===== config.mk =====
export PLATFORM = sky130hd
export DESIGN_NAME = axis_pkt_mux
export DESIGN_NICKNAME = d
export VERILOG_FILES = /design/src/rtl/axis_pkt_mux_pkg.sv /design/src/rtl/axis_skid_buf.sv /design/src/rtl/axis_pkt_mux.sv
export SDC_FILE = /design/constraint.sdc
export NUM_CORES = 1
export LEC_CHECK = 0
export CORE_ASPECT_RATIO = 0.6
export CORE_MARGIN = 4
export CORE_UTILIZATION = 40
export CTS_CLUSTER_DIAMETER = 80
export CTS_CLUSTER_SIZE = 40
export DETAILED_ROUTE_END_ITERATION = 8
export PLACE_DENSITY = 0.77
export SLEW_MARGIN = 20
export SYNTH_ARGS = -nofsm -noshare
export SYNTH_HDL_FRONTEND = slang
export SYNTH_SLANG_ARGS = --single-unit

===== constraint.sdc =====
create_clock -name clk -period 3.4 [get_ports clk]
set_clock_uncertainty 0.2 [all_clocks]
set_input_delay 0.68 -clock clk [delete_from_list [all_inputs] [get_ports clk]]
set_output_delay 0.68 -clock clk [all_outputs]
set_load 0.005 [all_outputs]

===== src/rtl/axis_pkt_mux_pkg.sv =====
// ============================================================================
// Module      : axis_pkt_mux_pkg
// Description : Shared FSM states, skid-buffer depth and the round-robin
//               next-grant helper for the AXI-Stream packet multiplexer.
// Revision    : 1.0 - initial release
// ============================================================================
`default_nettype none

package axis_pkt_mux_pkg;

    typedef enum logic [0:0] {
        IDLE = 1'b0,
        PKT  = 1'b1
    } state_t;

    localparam int SKID_DEPTH = 2;
    localparam int MAX_CH     = 16;

    // Returns the first valid channel after cur, scanning upward with wrap.
    // Returns cur when no other channel is valid.
    function automatic int rr_next_grant(
        input logic [MAX_CH-1:0] valid,
        input int                cur,
        input int                n_ch
    );
        int idx;
        rr_next_grant = cur;
        for (int i = MAX_CH - 1; i >= 1; i--) begin
            idx = (cur + i) % n_ch;
            if ((i < n_ch) && valid[idx]) begin
                rr_next_grant = idx;
            end
        end
    endfunction

endpackage

`default_nettype wire


===== src/rtl/axis_skid_buf.sv =====
// ============================================================================
// Module      : axis_skid_buf
// Description : Two-entry skid buffer with a registered upstream ready, so
//               the input ready never depends combinationally on out_ready.
// Revision    : 1.0 - initial release
// ============================================================================
`default_nettype none

module axis_skid_buf
    import axis_pkt_mux_pkg::*;
#(
    parameter int WIDTH = 17
) (
    input  logic             clk,
    input  logic             reset,
    input  logic [WIDTH-1:0] in_data,
    input  logic             in_valid,
    output logic             in_ready,
    output logic [WIDTH-1:0] out_data,
    output logic             out_valid,
    input  logic             out_ready,
    output logic             not_empty
);

    localparam logic [1:0] FULL = 2'(SKID_DEPTH);

    logic [WIDTH-1:0] out_q;
    logic [WIDTH-1:0] out_d;
    logic [WIDTH-1:0] skid_q;
    logic [WIDTH-1:0] skid_d;
    logic             out_v_q;
    logic             out_v_d;
    logic             skid_v_q;
    logic             skid_v_d;
    logic             ready_q;
    logic             in_fire;
    logic [1:0]       occ_d;

    always_comb begin
        in_fire  = in_valid & ready_q;
        out_d    = out_q;
        skid_d   = skid_q;
        out_v_d  = out_v_q;
        skid_v_d = skid_v_q;
        if (skid_v_q) begin
            if (out_ready) begin
                out_d    = skid_q;
                out_v_d  = 1'b1;
                skid_v_d = 1'b0;
            end
        end else if (!out_v_q || out_ready) begin
            out_v_d = in_fire;
            if (in_fire) begin
                out_d = in_data;
            end
        end else if (in_fire) begin
            skid_d   = in_data;
            skid_v_d = 1'b1;
        end
        occ_d = {1'b0, out_v_d} + {1'b0, skid_v_d};
    end

    always_ff @(posedge clk or posedge reset) begin
        if (reset) begin
            out_q    <= '0;
            skid_q   <= '0;
            out_v_q  <= 1'b0;
            skid_v_q <= 1'b0;
            ready_q  <= 1'b0;
        end else begin
            out_q    <= out_d;
            skid_q   <= skid_d;
            out_v_q  <= out_v_d;
            skid_v_q <= skid_v_d;
            ready_q  <= (occ_d < FULL);
        end
    end

    assign in_ready  = ready_q;
    assign out_data  = out_q;
    assign out_valid = out_v_q;
    assign not_empty = out_v_q | skid_v_q;

endmodule

`default_nettype wire


===== src/rtl/axis_pkt_mux.sv =====
// ============================================================================
// Module      : axis_pkt_mux
// Description : N-channel AXI-Stream packet multiplexer; grant frozen for a
//               whole packet. Define AXIS_PKT_MUX_RR_EN for round-robin.
// Revision    : 1.0 - initial release
// ============================================================================
`default_nettype none

module axis_pkt_mux
    import axis_pkt_mux_pkg::*;
#(
    parameter int WIDTH = 16,
    parameter int N_CH  = 4,
    parameter int SEL_W = $clog2(N_CH)
) (
    input  logic                  clk,
    input  logic                  reset,
    input  logic [N_CH-1:0]       s_axis_tvalid,
    output logic [N_CH-1:0]       s_axis_tready,
    input  logic [N_CH*WIDTH-1:0] s_axis_tdata,
    input  logic [N_CH-1:0]       s_axis_tlast,
    input  logic [SEL_W-1:0]      sel_in,
    input  logic                  rr_mode,
    output logic [WIDTH-1:0]      m_axis_tdata,
    output logic                  m_axis_tvalid,
    output logic                  m_axis_tlast,
    input  logic                  m_axis_tready,
    output logic [SEL_W-1:0]      cur_sel,
    output logic                  busy
);

    localparam int               GRANT_SPAN = 1 << SEL_W;
    localparam logic [SEL_W:0]   CH_LIMIT   = (SEL_W+1)'(N_CH);

    state_t                  state_q;
    state_t                  state_d;
    logic [SEL_W-1:0]        grant_q;
    logic [SEL_W-1:0]        grant_d;
    logic [SEL_W-1:0]        idle_grant;
    logic [GRANT_SPAN-1:0]   valid_ext;
    logic [GRANT_SPAN-1:0]   last_ext;
    logic [WIDTH-1:0]        cur_data;
    logic                    in_range;
    logic                    cur_valid;
    logic                    cur_last;
    logic                    buf_ready;
    logic                    buf_not_empty;
    logic                    accept;
    logic [WIDTH:0]          buf_out;

    // Pad per-channel flags to the full select span so any grant value indexes safely.
    always_comb begin
        valid_ext           = '0;
        last_ext            = '0;
        valid_ext[N_CH-1:0] = s_axis_tvalid;
        last_ext[N_CH-1:0]  = s_axis_tlast;
    end

    always_comb begin
        cur_data = '0;
        for (int k = 0; k < N_CH; k++) begin
            if (grant_q == SEL_W'(k)) begin
                cur_data = s_axis_tdata[k*WIDTH +: WIDTH];
            end
        end
    end

    assign in_range  = ({1'b0, grant_q} < CH_LIMIT);
    assign cur_valid = in_range & valid_ext[grant_q];
    assign cur_last  = last_ext[grant_q];
    assign accept    = cur_valid & buf_ready;

    generate
        for (genvar k = 0; k < N_CH; k++) begin : g_tready
            assign s_axis_tready[k] = buf_ready & (grant_q == SEL_W'(k));
        end
    endgenerate

`ifdef AXIS_PKT_MUX_RR_EN
    logic [MAX_CH-1:0] rr_valid;

    always_comb begin
        rr_valid           = '0;
        rr_valid[N_CH-1:0] = s_axis_tvalid;
        if (rr_mode) begin
            idle_grant = SEL_W'(rr_next_grant(rr_valid, int'(grant_q), N_CH));
        end else begin
            idle_grant = sel_in;
        end
    end
`else
    logic unused_rr_mode;
    assign unused_rr_mode = rr_mode;
    assign idle_grant     = sel_in;
`endif

    always_comb begin
        state_d = state_q;
        grant_d = grant_q;
        case (state_q)
            IDLE: begin
                if (accept && !cur_last) begin
                    state_d = PKT;
                end else begin
                    grant_d = idle_grant;
                end
            end
            PKT: begin
                if (accept && cur_last) begin
                    state_d = IDLE;
                end
            end
            default: state_d = IDLE;
        endcase
    end

    always_ff @(posedge clk or posedge reset) begin
        if (reset) begin
            state_q <= IDLE;
            grant_q <= '0;
        end else begin
            state_q <= state_d;
            grant_q <= grant_d;
        end
    end

    axis_skid_buf #(
        .WIDTH (WIDTH + 1)
    ) u_skid (
        .clk       (clk),
        .reset     (reset),
        .in_data   ({cur_last, cur_data}),
        .in_valid  (cur_valid),
        .in_ready  (buf_ready),
        .out_data  (buf_out),
        .out_valid (m_axis_tvalid),
        .out_ready (m_axis_tready),
        .not_empty (buf_not_empty)
    );

    assign m_axis_tdata = buf_out[WIDTH-1:0];
    assign m_axis_tlast = buf_out[WIDTH];
    assign cur_sel      = grant_q;
    assign busy         = (state_q == PKT) | buf_not_empty;

endmodule

`default_nettype wire


# == Word-level counts from Yosys, hierarchy flattened ==
# Cells that the tools add are included.
# totals
register_bits,40
inputBits,78
out_inout_bits,25
elab_cells,58
# op_classes
add_sub_neg,1
magnitude_cmp,2
eq_ne,4
n_mux,22
n_bitwise,11
reduce_logical,11
# op_table
op,count
17-bit 2-to-1 mux,4
16-bit 2-to-1 mux,4
1-bit 2-to-1 mux,11
3-bit AND reduction,2
1-bit AND,5
1-bit binary-select mux with 2-bit select,2
2-bit equality test (second input constant),2
1-bit inverter,4
2-bit nonzero test,2
2-bit by 3-bit < comparator with 1-bit output (second input constant),1
1-bit by 1-bit adder with 2-bit output,1
2-bit by 1-bit equality test with 1-bit output (second input constant),1
1-bit logical AND,2
1-bit zero test,2
2-bit zero test,1
2-bit < comparator (second input constant),1
2-bit inequality test (second input constant),1
1-bit bitwise OR,2
1-bit case mux with 2 select lines,1
2-bit AND reduction,1
1-bit logical OR,1

# == Longest topological paths before layout ==
# Gate-level depths: netlist (run 1).
# logic_depth
word_depth,8
mapped_depth,7
mapped_depth_nobuf,4

# == Cells and area by module ==
# A second synthesis (run 1) with hierarchy kept.
# hier_totals
hier_cells,149
area_unflattened_um2,2250.9
# by_module_without_submodules
module,n_inst,cells_each,area_each_um2,seq_area_each_um2
axis_skid_buf,1,105,1629.1,925.9
axis_pkt_mux,1,44,621.8,75.1

# == Worst setup path before layout (run 1) ==
# Ideal clock, no wire load.
# synth_path
kind,input to register
start,in s_axis_tvalid[3]
end,"reg u_skid.out_q[0], in the netlist u_skid.out_data[0]"
setup_time_ps,125
arrival_time_ps,1793
required_time_ps,3075
path_slack_ps,1282
stages,5
n_path_buf,1
path_cell_list,mux2i_2 > o22ai_4 > o22ai_4 > buf_4 > mux2_2
# synth_between
elab_chain_len,5
# synth_rtl
element,line_no,rtl
start: declaration,axis_pkt_mux.sv:18,"input logic [N_CH-1:0] s_axis_tvalid,"
1-bit binary-select mux with 2-bit select,axis_pkt_mux.sv:69,assign cur_valid = in_range & valid_ext[grant_q];
1-bit 2-to-1 mux (implied by the code),axis_pkt_mux.sv:69,
1-bit AND,axis_skid_buf.sv:40,in_fire = in_valid & ready_q;
2-bit nonzero test (no line),-,
3-bit AND reduction (no line),-,
end signal: assignment,axis_skid_buf.sv:71,out_q <= out_d;
end: declaration,axis_skid_buf.sv:27,logic [WIDTH-1:0] out_q;
# Every way passes these cells. The select of a mux whose other input is x is not followed.
# A chain may end at the register's enable or synchronous reset.

# == Worst setup path in the final report (run 1) ==
# layout_path
start,"reg grant_q[0], in the netlist cur_sel[0]"
end,out s_axis_tready[1]
# layout_between
elab_chain_len,2
# layout_rtl
element,line_no,rtl
start: declaration,axis_pkt_mux.sv:37,logic [SEL_W-1:0] grant_q;
start signal: assignment,axis_pkt_mux.sv:123,grant_q <= grant_d;
2-bit by 1-bit equality test with 1-bit output,axis_pkt_mux.sv:75,assign s_axis_tready[k] = buf_ready & (grant_q == SEL_W'(k));
1-bit AND,axis_pkt_mux.sv:75,
end: declaration,axis_pkt_mux.sv:19,"output logic [N_CH-1:0] s_axis_tready,"
# Every way passes these cells.

==> impl_results.md, run 1 <==
* Hold crit path type: reg2reg
* Clock power frac at 0.132
* Slowest CP cell: clkdlybuf4s50_1
* Setup tns final at 0 ns
* Period utilization at 0.8254
* Post-route ant nets at 0
* Compound-Gate Fraction of Synth Area at 0.03070
* Global-route wire length before repair at 8.818 mm
* Largest family of logic cells by synthesized area: multiplexers
* FF/Latch Area at 1001 um^2
* Sequential share of the synthesized area at 0.4386
* CTS Root Cell: clkbuf_8
* Largest net degree at the start of global routing at 41
* Net Switching at 935.2 uW
* Mapped Area at 2282 um^2
* Cell-internal power at 2040 uW
* Post-CTS sizing at 0
* Cts hold-fix bufs at 0
* Reg clk slew, reported paths at 0.08 ns
* Slowest stage delay, CP at 0.51 ns
* Drt total wl at 5.543 mm
* Core Region at 5280 um^2
* CTS H-tree depth at 2
* Syn Inst Count at 148
* Fin. Hold Viols at 0
* Die X at 105.5 um
* # clock sinks at 40
* Post-CTS Setup Inserts at 0
* Longest Clk Path Bufs at 2
* Fmax at 356.3 MHz
* Net Sw Frac at 0.3143
* Antenna violations before repair at 0
* Remaining Overflow, GRT at 0
* Vias in the first global route at 1696
* Worst-margin pin slew at 0.7075 ns
* PortBufs at 101
* CP Max Fanout at 21
* Number of max-cap violations at 0
* Vias at 1628
* VDD IR max at 0.0005182 V
* Fraction of layout cells with a size suffix above 1 at 0.3386
* CP endpoint kind: output port
* #FFs+latches synth at 40
* Vias per cell at 4.963
* Post-synthesis mux area share at 0.4529
* RSZ-0062 raised after global routing: no
* Gate power share at 0.571
* GPL Wtd Cong at 0.6948
* DRC at 0
* Chip height at 66.51 um
* IO Count at 103
* Post-Synth Adder-Cell Area at 0
* Data required, critical path at 2.52 ns
* Area delta synth->final at 51.43%
* Syn avg cell area at 15.42 um^2
* Netlist cell types at 21
* Die area at 7018 um^2
* Drt wl/cell at 16.90 um
* Leakage at 0.001369 uW
* CP Cell Sequence: buf_4 -> inv_1 -> nor2_1 -> clkdlybuf4s50_1
* CTS buffer count at 5
* Total global-route track usage at 0.1647
* CTS tree: yes
* Clock latency on the worst-skew pair at 0.29 ns
* Final Setup Violations at 0
* Sequential power share at 0.297
* Slew Limit Fails at 0
* Slew HR at 0.5284
* Commonest non-fill, non-tap cells in the layout: 101 x clkdlybuf4s50_1, 41 x mux2_2, 40 x dfrtp_1, 17 x mux4_2, 10 x mux2_4
* Status: finished clean
* Synth warn at 0
* Min cycle time layout at 2.806 ns
* Post-layout nets at 328
* Inserted Diodes at 0
* 1st-iter DRT viols at 56
* Most common cell after layout, fill and taps aside: clkdlybuf4s50_1
* Fillcell total at 405
* Simple-gate portion of the synthesized area at 0.03125
* CP Launch Type: flip-flop
* Hold_ws at 0.3022 ns
* Syn_nets at 226
* Post-DP HPWL at 4.260 mm
* XOR/XNOR Fraction of Synth Area at 0
* Pwr dens at 860.9 nW/um^2
* Arr. time, crit path at 1.93 ns
* DR pass1 iterations at 4
* Row cnt at 20
* Critical path class: reg2out
* Initial Util at 0.4322
* Multi-input logic area at 1175 um^2
state kept, by name (all words and copies together), names as in the netlist:
| register | cells |
|---|---|
| u_skid.out_data | 17 |
| u_skid.skid_q | 17 |
| cur_sel | 2 |
| state_q | 1 |
| u_skid.in_ready | 1 |
| u_skid.out_valid | 1 |
| u_skid.skid_v_q | 1 |
path summary, 6_finish.rpt:
kind                                            startpoint                         endpoint  slack [ns]  cells past startpoint
max reg2reg                         cur_sel[0]$_DFFE_PP0P_   u_skid.out_data[4]$_DFFE_PP0P_        1.08                      4
min                        u_skid.out_data[16]$_DFFE_PP0P_  u_skid.out_data[16]$_DFFE_PP0P_        0.30                      1
min in group asynchronous                            reset    u_skid.skid_q[12]$_DFFE_PP0P_        0.60                      3
max in group asynchronous                            reset  u_skid.out_data[16]$_DFFE_PP0P_        2.03                      3
min reg2reg                u_skid.out_data[16]$_DFFE_PP0P_  u_skid.out_data[16]$_DFFE_PP0P_        0.30                      1
max                                 cur_sel[0]$_DFFE_PP0P_                 s_axis_tready[1]        0.59                      4
power by group through the flow:
| stage | Clock [uW] | Sequential (uW) | Combinational [uW] |
|---|---|---|---|
| 2_1_floorplan | 0 | 846 | 1210 |
| 3_3_place_gp | 0 | 882 | 1700 |
| 3_5_place_dp | 0 | 890 | 1730 |
| 4_1_cts | 399 | 884 | 1730 |
| 5_1_grt | 420 | 920 | 1830 |
| 6_report | 392 | 883 | 1700 |
metrics by stage:
step                      instance area [um^2]  cells  total power [uW]  utilization  worst slack, ns
final                                     3456    328              2975       0.6545           0.5935
after global placement                    3344    320              2583       0.6334           0.5899
after floorplan                           2282    148              2055            -            1.282
after detailed placement                  3344    320              2621       0.6334           0.5633
after CTS                                 3456    328              3017       0.6545           0.5474
after global routing                      3456    328              3174       0.6545           0.4607
worst max-delay path, delay by kind of cell (launching register included):
family | cells | cell delay, ns
buffers and inverters | 3 | 1.02
flip-flops | 1 | 0.49
AND/OR/NAND/NOR | 1 | 0.12
metal layers:
layer / track usage / part of all wire / up-vias
met2: 0.2548 / 0.46 / 46
li1: - / - / 760
met1: 0.2191 / 0.47 / 818
met5: 0 / 0 / -
met3: 0.05615 / 0.063 / 4
met4: 0.05331 / 0.0083 / 0
Yosys cell counts:
cell type	number	area (um^2)
clkbuf_1	3	11.26
nand2b_1	2	12.51
or3_1	1	6.260
nor2_1	7	26.28
buf_8	2	30.03
nand2_1	3	11.26
a21oi_1	4	20.02
and3b_1	1	8.760
inv_1	3	11.26
mux2i_2	2	27.53
o22ai_4	2	40.04
mux2_2	41	461.7
nor2b_1	1	6.260
o21ai_0	2	10.01
buf_2	1	5.000
mux4_2	17	382.9
dfrtp_1	40	1001
buf_4	2	15.01
mux2_1	1	11.26
mux2_4	10	150.1
buf_6	3	33.78
logic make-up (layout without fill, tap and decap cells):
group,Yosys count,in the layout
AOI/OAI and AO/OA,8,8
buffers and inverters,14,117
DFF,40,40
muxes,71,71
and+or+nand+nor,15,15
area by class of cell:
type | count | share of cell area
flip-flops and latches | 40 | 0.2896
inverters | 3 | 0.003259
clock inverters | 3 | 0.01231
multi-input cells | 94 | 0.3400
clock buffers | 5 | 0.01991
repair buffers | 106 | 0.3070
well taps | 77 | 0.02788
Note: power is estimated with default switching activity, not from simulation.
==> run 2, diff against run 1 <==
--- a/config.mk
+++ b/config.mk
@@ -7,7 +7,7 @@
 export LEC_CHECK = 0
 export CORE_ASPECT_RATIO = 0.6
 export CORE_MARGIN = 4
-export CORE_UTILIZATION = 40
+export CORE_UTILIZATION = 38
 export CTS_CLUSTER_DIAMETER = 80
 export CTS_CLUSTER_SIZE = 40
 export DETAILED_ROUTE_END_ITERATION = 8
==> constraint.sdc (replaced) <==
create_clock -name clk -period 2.5 [get_ports clk]
set_clock_uncertainty 0.2 [all_clocks]
set_input_delay 0.5 -clock clk [delete_from_list [all_inputs] [get_ports clk]]
set_output_delay 0.5 -clock clk [all_outputs]
set_load 0.005 [all_outputs]
==> run 2 against run 1 <==
Clock-buffer cell count up 2. Cell area up 2.1%. Die area up 4.7%. Power up 41%. Flip-flop and latch count unchanged. Clock power up 46%. Combinational power up 44%. Setup slack worse by 0.39 ns. Non-clock buffer count up 7. Utilization down 3.6 points. Largest cell class unchanged. Largest power group unchanged.
==> impl_results.md, run 2 (same netlist as run 1, synthesis figures left out) <==
* Cell-internal power at 2905 uW
* Chip height at 68.03 um
* Die area at 7350 um^2
* Post-route ant nets at 0
* IO Count at 103
* Hold crit path type: reg2reg
* Remaining Overflow, GRT at 0
* CP Cell Sequence: buf_4 -> clkdlybuf4s50_1
* Final design instance area without fill at 3527 um^2
* Arr. time, crit path at 1.60 ns
* Post-CTS sizing at 0
* CP Max Fanout at 17
* Net Switching at 1281 uW
* Reg clk slew, reported paths at 0.07 ns
* Fillcell total at 461
* Slew HR at 0.6617
* Area delta synth->final at 54.55%
* Die X at 108.0 um
* Worst-margin pin slew at 0.5075 ns
* Vias in the first global route at 1874
* Min cycle time layout at 2.296 ns
* Post-CTS Setup Inserts at 0
* Clock power frac at 0.136
* CTS Root Cell: clkbuf_8
* CTS H-tree depth at 2
* Number of max-cap violations at 0
* Final Setup Violations at 0
* FF/Latch Area at 1001 um^2
* Gate power share at 0.583
* Critical path class: reg2out
* Most common cell after layout, fill and taps aside: clkdlybuf4s50_1
* Post-layout nets at 335
* Fin. Hold Viols at 0
* PortBufs at 101
* Inserted Diodes at 0
* Global-route wire length before repair at 8.804 mm
* Multi-input logic area at 1175 um^2
* Vias at 1692
* Leakage at 0.001409 uW
* Largest net degree at the start of global routing at 41
* Longest Clk Path Bufs at 2
* # clock sinks at 40
* Met1 usage at 0.1987
* CP Launch Type: flip-flop
* DRC at 0
* Antenna violations before repair at 0
* DR pass1 iterations at 4
* Fmax at 435.6 MHz
* Setup tns final at 0 ns
* Met2 Use GR at 0.2562
* Clock latency on the worst-skew pair at 0.29 ns
* Final Core Density at 0.6186
* Cts hold-fix bufs at 0
* Drt wl/cell at 16.46 um
* CP endpoint kind: output port
* Drt total wl at 5.565 mm
* Sequential power share at 0.281
* Placed Instance Area at 3401 um^2
* CTS tree: yes
* VDD IR max at 0.0006474 V
* Status: finished clean
* Pwr dens at 1187 nW/um^2
* Slew Limit Fails at 0
* Busiest grt layer: met2
* Period utilization at 0.9182
* Net Sw Frac at 0.3060
* Critical path buffers and inverters at 2
* Slowest CP cell: clkdlybuf4s50_1
* GPL Wtd Cong at 0.7106
* GRT met3 Usage at 0.05938
* CTS buffer count at 5
* Core Region at 5702 um^2
* Fraction of layout cells with a size suffix above 1 at 0.3566
* Data required, critical path at 1.80 ns
* Vias per cell at 5.006
* Commonest non-fill, non-tap cells in the layout: 101 x clkdlybuf4s50_1, 41 x mux2_2, 40 x dfrtp_1, 17 x mux4_2, 11 x buf_4
* Post-DP HPWL at 4.274 mm
* Total global-route track usage at 0.1576
* Initial Util at 0.4003
* Row cnt at 21
* 1st-iter DRT viols at 39
* CP top delay family: buffers and inverters
* Slowest stage delay, CP at 0.57 ns
* RSZ-0062 raised after global routing: no
[run 2: cell types whose count changed in the layout (fill, tap and decap cells not counted), sizes merged]
cell / previous run / this run
buf: 5 / 12
clkbuf: 5 / 7
clkinvlp: 1 / 0
inv: 3 / 2
[run 2: area by class of cell]
| cell class | count | area share |
|---|---|---|
| clock buffer | 7 | 0.02731 |
| clock inverter | 1 | 0.008514 |
| inverter | 3 | 0.003193 |
| multi-input combinational | 94 | 0.3331 |
| sequential | 40 | 0.2838 |
| tap | 80 | 0.02838 |
| timing repair buffer | 113 | 0.3157 |
[run 2: path summary, 6_finish.rpt]
path                       cells after the start                              end                       startpoint  slack, ns
min in group asynchronous                      3   u_skid.out_data[5]$_DFFE_PP0P_                            reset       0.44
hold / removal                                 1  u_skid.out_data[14]$_DFFE_PP0P_  u_skid.out_data[14]$_DFFE_PP0P_       0.31
setup reg to reg                               6     u_skid.skid_q[4]$_DFFE_PP0P_           cur_sel[0]$_DFFE_PP0P_       0.41
hold reg to reg                                1  u_skid.out_data[14]$_DFFE_PP0P_  u_skid.out_data[14]$_DFFE_PP0P_       0.31
max in group asynchronous                      3           cur_sel[0]$_DFFE_PP0P_                            reset       1.30
setup / recovery                               2                       cur_sel[1]           cur_sel[1]$_DFFE_PP0P_       0.20
[run 2: power groups by stage]
stage	registers, uW	clock network [uW]	logic, uW
6_report	1180	571	2440
2_1_floorplan	1150	0	1640
3_3_place_gp	1170	0	2430
4_1_cts	1170	587	2490
5_1_grt	1220	619	2650
3_5_place_dp	1180	0	2480
[run 2: per-stage QoR]
stage	worst slack, ns	power [uW]	hold slack (ns)	std cells
floorplan	0.4854	2795	0.2749	148
global placement	0.1252	3596	0.2838	330
detailed placement	0.08195	3663	0.2891	330
CTS	0.1719	4253	0.3104	338
global route	0.09897	4491	0.3171	338
finish	0.2045	4187	0.3059	338
[run 2: routing by layer]
layer,up-vias,wire (um),part of all wire
met5,-,0,0
met4,0,48,0.0086
met3,5,581,0.10
met2,72,2380,0.43
met1,840,2554,0.46
li1,775,-,-
[run 2: worst register-to-register path: cells and delay by family, from the launching register on]
kind	cells	cell delay [ns]
mux	2	0.53
flops	1	0.40
buf+inv	2	0.37
simple gates	1	0.26
compound gates	1	0.21
==> RTL edit (config.mk and constraints of run 2) <==
Set the parameter `N_CH` to 2 (it was 4).
--- a/src/rtl/axis_pkt_mux.sv
+++ b/src/rtl/axis_pkt_mux.sv
@@ -12,3 +12,3 @@
     parameter int WIDTH = 16,
-    parameter int N_CH  = 4,
+    parameter int N_CH  = 2,
     parameter int SEL_W = $clog2(N_CH)
Ports: changed (6 resized); port bits go from 103 to 63. No check against the original RTL was run, so the function may have changed too.
==> RTL edit against run 2 <==
Total power fell by 21%; wire length fell by 6.1%; synthesized area fell by 9.4%; setup slack improved by 0.012 ns; sequential power barely moved; sequential cell count fell by 1; design area fell by 19%; largest cell class unchanged; highest routed layer unchanged.
==> RTL edit: results (changes against run 2) <==
- Leakage power: 1.21 nW (-14%)
- The relative area of non-clock buffer cells in the final design came to 24.7% (-6.9 points).
- The number of combinational gates with multiple inputs came to 135 (+44%).
- Relative max-transition margin: 66.2% (about the same)
* Outcome: finished clean
- Total routing usage reported by global routing: 16.3% (+0.52 points)
* Seq. cell area: 976 um^2 (-2.5%)
* Cell family contributing the most delay on the critical path: flip-flops
- The multiplexer area fraction after synthesis is 20.4% (-25 points).
- Reported clock group power: 0.000433 W (-24%)
* Combined area of the multi-input logic cells: 1010 um^2 (-14%)
- The number of library cell types mapped by synthesis was 27 (+29%).
- The utilization of the core after routing came to 55.5% (-6.3 points).
* Mapped Nets: 231 (+2.2%)
- The final RePlAce weighted congestion came to 0.716 (+0.72%).
- Layout cell share with drive strength beyond 1: 10.5% (-25 points)
- Non-filler cells in the finished layout: 322 (-4.7%)
- The via count normalized by instance count was 5.27 (+5.3%).
* Largest net degree at the start of global routing: 40 (-2.4%)
- The share of synthesized area occupied by flip-flops and latches was 47.2% (+3.4 points).
- Nonclk inv count: 2 (-1)
- Number of nets in the layout: 296 (-12%)
- Clk sinks: 39 (-2.5%)
- The detailed-router iteration count before antenna repair is 5 (+1).
- Critical Path Max Stage Delay: 0.47 ns (-0.10 ns)
* Number of DRC violations after detailed-routing iteration 0: 73 (+87%)
- The share of final layout cell area taken by clock buffers and inverters was 2.97% (-0.61 points).
- Detailed Place HPWL: 3690 um (-14%)
- Largest cells by area after synthesis: dfrtp_1, mux2i_1, a22oi_1, o21a_1, a21oi_1
- Average footprint of a synthesized cell: 10.9 um^2 (-29%)
* Post-synth top cells: dfrtp_1, mux2i_1, nor2_1
* Slowest cell on the critical path: dfrtp_1
- The cell area after placement was 2780 um^2 (-18%).
- First-pass GRT wire length: 8220 um (-6.7%)
- The post-route standard cell area excluding fillers came to 2860 um^2 (-19%).
[RTL edit: cell types whose count changed after synthesis, sizes merged, moves of 14 or more]
cell   before  now
a21oi       4   19
mux2i       2   35
nor2        7   22
a22oi       0   14
mux2       52    6
o21a        0   15
mux4       17    0
[RTL edit: path summary, 6_finish.rpt]
path	start	end	slack, ns	depth (start not counted)
min	u_skid.skid_q[13]	u_skid.skid_q[13]	0.30	1
max reg2reg	cur_sel	u_skid.out_data[15]	0.59	4
min in group asynchronous	reset	u_skid.skid_v_q	0.43	3
max	u_skid.out_valid	busy	0.22	2
max in group asynchronous	reset	u_skid.skid_q[11]	1.31	3
min reg2reg	u_skid.skid_q[13]	u_skid.skid_q[13]	0.30	1
[RTL edit: layer usage]
layer  vias to the layer above  global-route usage (%)  wire (um)
li1                        822                       -          -
met4                         0                    5.82         75
met2                        60                    23.8       2190
met1                       807                    22.4       2520
met3                         8                    5.51        438
met5                         -                       0          0
